`src/rtl/restart_divider.sv`:
```
// restart_divider: programmable clock-enable divider with restart.
// Counts enabled clk cycles modulo a runtime divide value and emits a one-cycle
// tick at each wrap. The out pin carries either a toggling square wave (mode 0)
// or a registered copy of the tick (mode 1). A rising edge on restart re-phases
// the counter and the output.
// Optional build macro: RESTART_SYNC_EN adds a 2-flop synchroniser on restart
// (restart may then be asynchronous; its response arrives 2 cycles later).
module restart_divider #(
    parameter int CNT_W       = 4,
    parameter int DEFAULT_DIV = 4
) (
    input  logic             clk,
    input  logic             rst,
    input  logic             en,
    input  logic             restart,
    input  logic             mode,
    input  logic [CNT_W-1:0] div,
    output logic             out,
    output logic             tick,
    output logic [CNT_W-1:0] cnt
);

    localparam logic [CNT_W-1:0] ONE      = CNT_W'(1);
    localparam logic [CNT_W-1:0] DIV_INIT = CNT_W'(DEFAULT_DIV);

    logic [CNT_W-1:0] cnt_q, cnt_d;
    logic [CNT_W-1:0] div_q, div_d;
    logic             out_q, out_d;
    logic             tick_q, tick_d;
    logic             restart_q;
    logic             restart_s;
    logic             rs;
    logic             wrap;

    // A zero divide value would never wrap; treat it as divide-by-one.
    function automatic logic [CNT_W-1:0] sanitize_div(input logic [CNT_W-1:0] d);
        return (d == '0) ? ONE : d;
    endfunction

`ifdef RESTART_SYNC_EN
    logic sync1_q, sync2_q;

    // Two-flop synchroniser so restart may arrive from another clock domain.
    always_ff @(posedge clk or posedge rst) begin
        if (rst) begin
            sync1_q <= 1'b0;
            sync2_q <= 1'b0;
        end else begin
            sync1_q <= restart;
            sync2_q <= sync1_q;
        end
    end

    assign restart_s = sync2_q;
`else
    assign restart_s = restart;
`endif

    // Edge-detect history; updates every edge regardless of en so a held
    // restart only acts once.
    always_ff @(posedge clk or posedge rst) begin
        if (rst) begin
            restart_q <= 1'b0;
        end else begin
            restart_q <= restart_s;
        end
    end

    assign rs   = restart_s & ~restart_q;
    assign wrap = (cnt_q == (div_q - ONE));

    // Next-state selection: restart beats enable-hold beats wrap beats count.
    always_comb begin
        cnt_d  = cnt_q;
        div_d  = div_q;
        out_d  = out_q;
        tick_d = 1'b0;
        if (rs) begin
            cnt_d = '0;
            out_d = 1'b0;
            div_d = sanitize_div(div);
        end else if (!en) begin
            // Pulse output must not stretch while gated; square wave holds.
            if (mode) begin
                out_d = 1'b0;
            end
        end else if (wrap) begin
            cnt_d  = '0;
            tick_d = 1'b1;
            div_d  = sanitize_div(div);
            out_d  = mode ? 1'b1 : ~out_q;
        end else begin
            cnt_d = cnt_q + ONE;
            if (mode) begin
                out_d = 1'b0;
            end
        end
    end

    // Divider state registers, cleared immediately by the asynchronous reset.
    always_ff @(posedge clk or posedge rst) begin
        if (rst) begin
            cnt_q  <= '0;
            div_q  <= DIV_INIT;
            out_q  <= 1'b0;
            tick_q <= 1'b0;
        end else begin
            cnt_q  <= cnt_d;
            div_q  <= div_d;
            out_q  <= out_d;
            tick_q <= tick_d;
        end
    end

    assign cnt  = cnt_q;
    assign out  = out_q;
    assign tick = tick_q;

endmodule
```
`config.mk`:
```
export PLATFORM = sky130hd
export DESIGN_NAME = restart_divider
export DESIGN_NICKNAME = d
export VERILOG_FILES = /design/src/rtl/restart_divider.sv
export SDC_FILE = /design/constraint.sdc
export NUM_CORES = 1
export LEC_CHECK = 0
export CORE_MARGIN = 2
export CORE_UTILIZATION = 50
export CTS_BUF_LIST = sky130_fd_sc_hd__clkbuf_8
export DETAILED_ROUTE_END_ITERATION = 7
export GPL_ROUTABILITY_DRIVEN = 0
export GPL_TIMING_DRIVEN = 1
export PLACE_DENSITY = 0.87
export SYNTH_ARGS = -nofsm -noshare
export SYNTH_HDL_FRONTEND = slang
export SYNTH_SLANG_ARGS = --single-unit
```
`constraint.sdc`:
```
create_clock -name clk -period 2.4 [get_ports clk]
set_clock_uncertainty 0.15 [all_clocks]
set_input_delay 0.6 -clock clk [delete_from_list [all_inputs] [get_ports clk]]
set_output_delay 0.6 -clock clk [all_outputs]
set_load 0.02 [all_outputs]
```
# After elaboration in Yosys (flattened, before gate mapping)
# Cells that the tools add are included.
dict set report totals {
  memories 0
  ff_bits 11
  elab_cells 30
  ramBits 0
  romBits 0
  inputBits 9
  out_inout_bits 6
  latchBits 0
}
dict set report op_classes {
  addsub 2
  muxes 15
  shift 0
  magnitude_cmp 0
  n_reduce_logical 4
  eq_ne 1
  n_bitwise 3
  n_div 0
  multipliers 0
}
# operator n
set op_table {}
lappend op_table {{$mux W4} 7}
lappend op_table {{$mux W1} 8}
lappend op_table {{$add A4 B1 Y4 const B} 1}
lappend op_table {{$eq A4 B4 Y1} 1}
lappend op_table {{$logic_not A4 Y1} 1}
lappend op_table {{$reduce_bool A2 Y1} 2}
lappend op_table {{$sub A4 B1 Y4 const B} 1}
lappend op_table {{$not A1 Y1} 2}
lappend op_table {{$reduce_and A2 Y1} 1}
lappend op_table {{$and A1 B1 Y1} 1}

# Longest topological paths before layout
dict set report logic_depth {
  ltp_word 5
  mapped_depth 6
  depth_no_buf 6
}

# Worst setup path before layout
# No wires, ideal clock.
dict set report synth_timing {
  path_kind {reg2reg}
  start {register cnt_q[2] (netlist: cnt[2])}
  end {register div_q[1]}
  path_slack_ps 448
  arrival_ps 1677
  period_less_slack_ps 1952
  path_stages_with_launch 6
  setup_ps 125
  path_buffers 1
  path_cell_list {dfrtp_1 > buf_6 > xor3_2 > nor3_4 > a31oi_4 > mux2_4}
}
dict set report synth_between {
  elab_chain_len 3
}
# element line_no
set synth_rtl {}
lappend synth_rtl {{from (decl)} 26} ;# logic [CNT_W-1:0] cnt_q, cnt_d;
lappend synth_rtl {{from (signal assigned)} 108} ;# cnt_q <= cnt_d;
lappend synth_rtl {{$eq A4 B4 Y1} 70} ;# assign wrap = (cnt_q == (div_q - ONE));
lappend synth_rtl {{$reduce_bool A2 Y1 (no source line)} --}
lappend synth_rtl {{$reduce_and A2 Y1 (no source line)} --}
lappend synth_rtl {{to (signal assigned)} 109} ;# div_q <= div_d;
lappend synth_rtl {{to (decl)} 27} ;# logic [CNT_W-1:0] div_q, div_d;
# No other way between the ends.
# A chain may end at the register's enable or synchronous reset.

# Worst setup path after layout
dict set report layout_timing {
  start {register cnt_q[2] (netlist: cnt[2])}
  end {output port cnt[2]}
}
# element line_no
set layout_lines {}
lappend layout_lines {{to (decl)} 20} ;# output logic [CNT_W-1:0] cnt
# No word-level cell between the ends.

==> qor.txt <==
CP arrival -> 1.37 ns
Total wire length -> 1.28 mm
CTS Hold Bufs -> 0
Post-CTS Setup Bufs -> 0
Initial antenna violation count -> 0
Syn Nets -> 71
Diode count -> 0
Hold Path Class -> reg2reg
Ys async rst share -> 100%
Worst path max stage delay -> 0.66 ns
Area contributors post-synth -> dfrtp_1 37%, xnor2_1 5.2%, mux2_4 4.5%
Die X -> 40.6 um
Critical Path Source Type -> flop
Initial Utilization -> 52.7%
Vias per inst -> 5.52
Layout cells sized above 1 -> 15.8%
CTS tree -> done
Clock network latency to the later pin of the worst-skew pair -> 0.23 ns
Mapped Area -> 668 sq um
Synth Warn # -> 0
Worst-Margin Slew -> 0.475 ns
Reg-to-reg setup timing slack -> 0.40 ns
DR DRC count -> 0
CTS resizes -> 0
Cell Rows -> 13
Mapped Cells -> 60
Kind of cell adding the most delay to the critical path -> buffers and inverters
First drt pass iteration count -> 4
First-pass GRT wire length -> 2.10 mm
Finish-stage setup viols -> 0
EDFF count, synth -> 0
Placed wire-length estimate -> 993 um
Via Count -> 502
CP max-delay cell -> clkdlybuf4s50_1
Worst setup EP type -> primary output
CP max FO -> 7
Total gr overflow -> 0
Clock-pin slew on the worst setup and hold paths -> 0.05 ns
Setup TNS -> 0 ns
Status -> finished clean
Vias in the first global route -> 480
IO Port Bufs -> 14
Yosys top cell by area -> dfrtp_1
Worst rel slew slack -> 68.1%
PwrDens -> 1170 nW/um^2
Crit path required time -> 1.65 ns
MaxCap Viol Count -> 0
P_leak -> 0.406 nW
Final ANT Viol Nets -> 0
Clock root cell -> clkbuf_8
Max VDD drop -> 0.614 mV
Critical path class -> reg2out
CTS max path bufs -> 2
DR iter-0 viols -> 22
Net count reported at finish -> 88
Fmax -> 0.471 GHz
CTS sink cnt -> 11
Die ar. -> 1640 sq um
Unrepaired setup endpoints after global routing -> no
I/O pins -> 15
Chip height -> 40.6 um
TritonCTS buffer count -> 3
Core footprint -> 1270 sq um
Largest net degree at the start of global routing -> 12
WL/cell -> 14.0 um
Share of the synthesized area in the top cell type -> 37.5%
Commonest cells post-synth -> 10 x dfrtp_1, 5 x inv_1, 4 x nor2_1, 4 x o21ai_0, 4 x xnor2_1
P&R area growth vs syn -> 28.3%
Ys flop type -> dfrtp_1
Period utilization -> 88.5%
Post-synthesis cell type count -> 28
Flops & latches, synth -> 11
Crit-path cells -> clkdlybuf4s50_1
Top-count cell post-synth -> dfrtp_1
Hold Violations, Final -> 0
Max-slew violations -> 0
WP buf/inv -> 1
Register area share after synthesis -> 41.4%
Hold WS -> 0.392 ns
H-Tree Depth -> 1
Fin crit period -> 2.12 ns
GR Util All Layers -> 20.4%
Synthesized area per cell -> 11.1 sq um
[cells by family (layout without fill, tap and decap cells)]
kind of cell | Yosys count | count (layout) | synth area share (%)
buffers and inverters | 7 | 23 | 5.06
AO/OA/AOI/OAI | 10 | 10 | 12.4
multiplexers | 4 | 4 | 7.49
flip-flops | 11 | 11 | 41.4
AND/OR/NAND/NOR | 19 | 19 | 18.4
XOR/XNOR | 7 | 7 | 11.6
adder cells (fa/ha/maj) | 2 | 2 | 3.74
[routing by layer]
metal | up-vias | wire [um] | global-route usage (%)
met5 | - | 0 | 0
met4 | 0 | 19 | 12.5
met3 | 4 | 56 | 5.00
met2 | 17 | 620 | 32.5
met1 | 239 | 578 | 24.4
li1 | 242 | - | -
[through the flow]
| step | setup slack [ns] | std cells | utilization, % | area [sq um] | total power [mW] |
|---|---|---|---|---|---|
| final | 0.275 | 91 | 67.6 | 857 | 1.00 |
| after global routing | 0.229 | 91 | 67.6 | 857 | 1.06 |
| after CTS | 0.278 | 91 | 67.6 | 857 | 1.01 |
| after detailed placement | 0.278 | 87 | 64.0 | 812 | 0.826 |
| after global placement | 0.321 | 87 | 64.0 | 812 | 0.805 |
| after floorplan | 0.448 | 60 | - | 668 | 0.699 |
[path summary, 6_finish.rpt]
kind | cells after the start | endpoint | start
worst max-delay path | 1 | cnt[2] | cnt[2]
worst min-delay path | 1 | div_q[3] | div_q[3]
worst max register to register | 6 | div_q[3] | div_q[0]
worst min register to register | 1 | div_q[3] | div_q[3]
max in group asynchronous | 2 | div_q[2] | rst
min in group asynchronous | 2 | out | rst
[final cells by class]
type                       count  area (sq um)
sequential                    11           277
multi-input combinational     42           358
timing repair buffer          14           140
inverter                       5          18.8
fill                         103           412
clock inverter                 1          3.75
clock buffer                   3          41.3
tap                           15          18.8
[state kept, by name, indices dropped and copies added, names as in the netlist]
name and cells:
cnt 4, div_q 4, out 1, restart_q 1, tick 1
[power by group]
part | leakage [nW] | internal (mW) | switching (mW)
clock | 0.0269 | 0.112 | 0.0675
sequential | 0.138 | 0.253 | 0.0651
combinational | 0.241 | 0.252 | 0.250
[cell usage in the layout (no fill, tap or decap), types with 2 or more instances in the layout]
master | netlist | final
dfrtp_1 | 10 | 10
mux2_4 | 2 | 2
ha_1 | 2 | 2
clkdlybuf4s50_1 | 0 | 14
xnor2_1 | 4 | 4
o21ai_0 | 4 | 4
nand4_1 | 2 | 2
nand3b_1 | 3 | 3
nor3_1 | 2 | 2
mux2i_1 | 2 | 2
xor2_1 | 2 | 2
clkbuf_8 | 0 | 3
nand3_1 | 2 | 2
inv_1 | 5 | 6
nor2_1 | 4 | 4
and2_2 | 2 | 2
No activity file was read; power rests on OpenSTA's default activity.
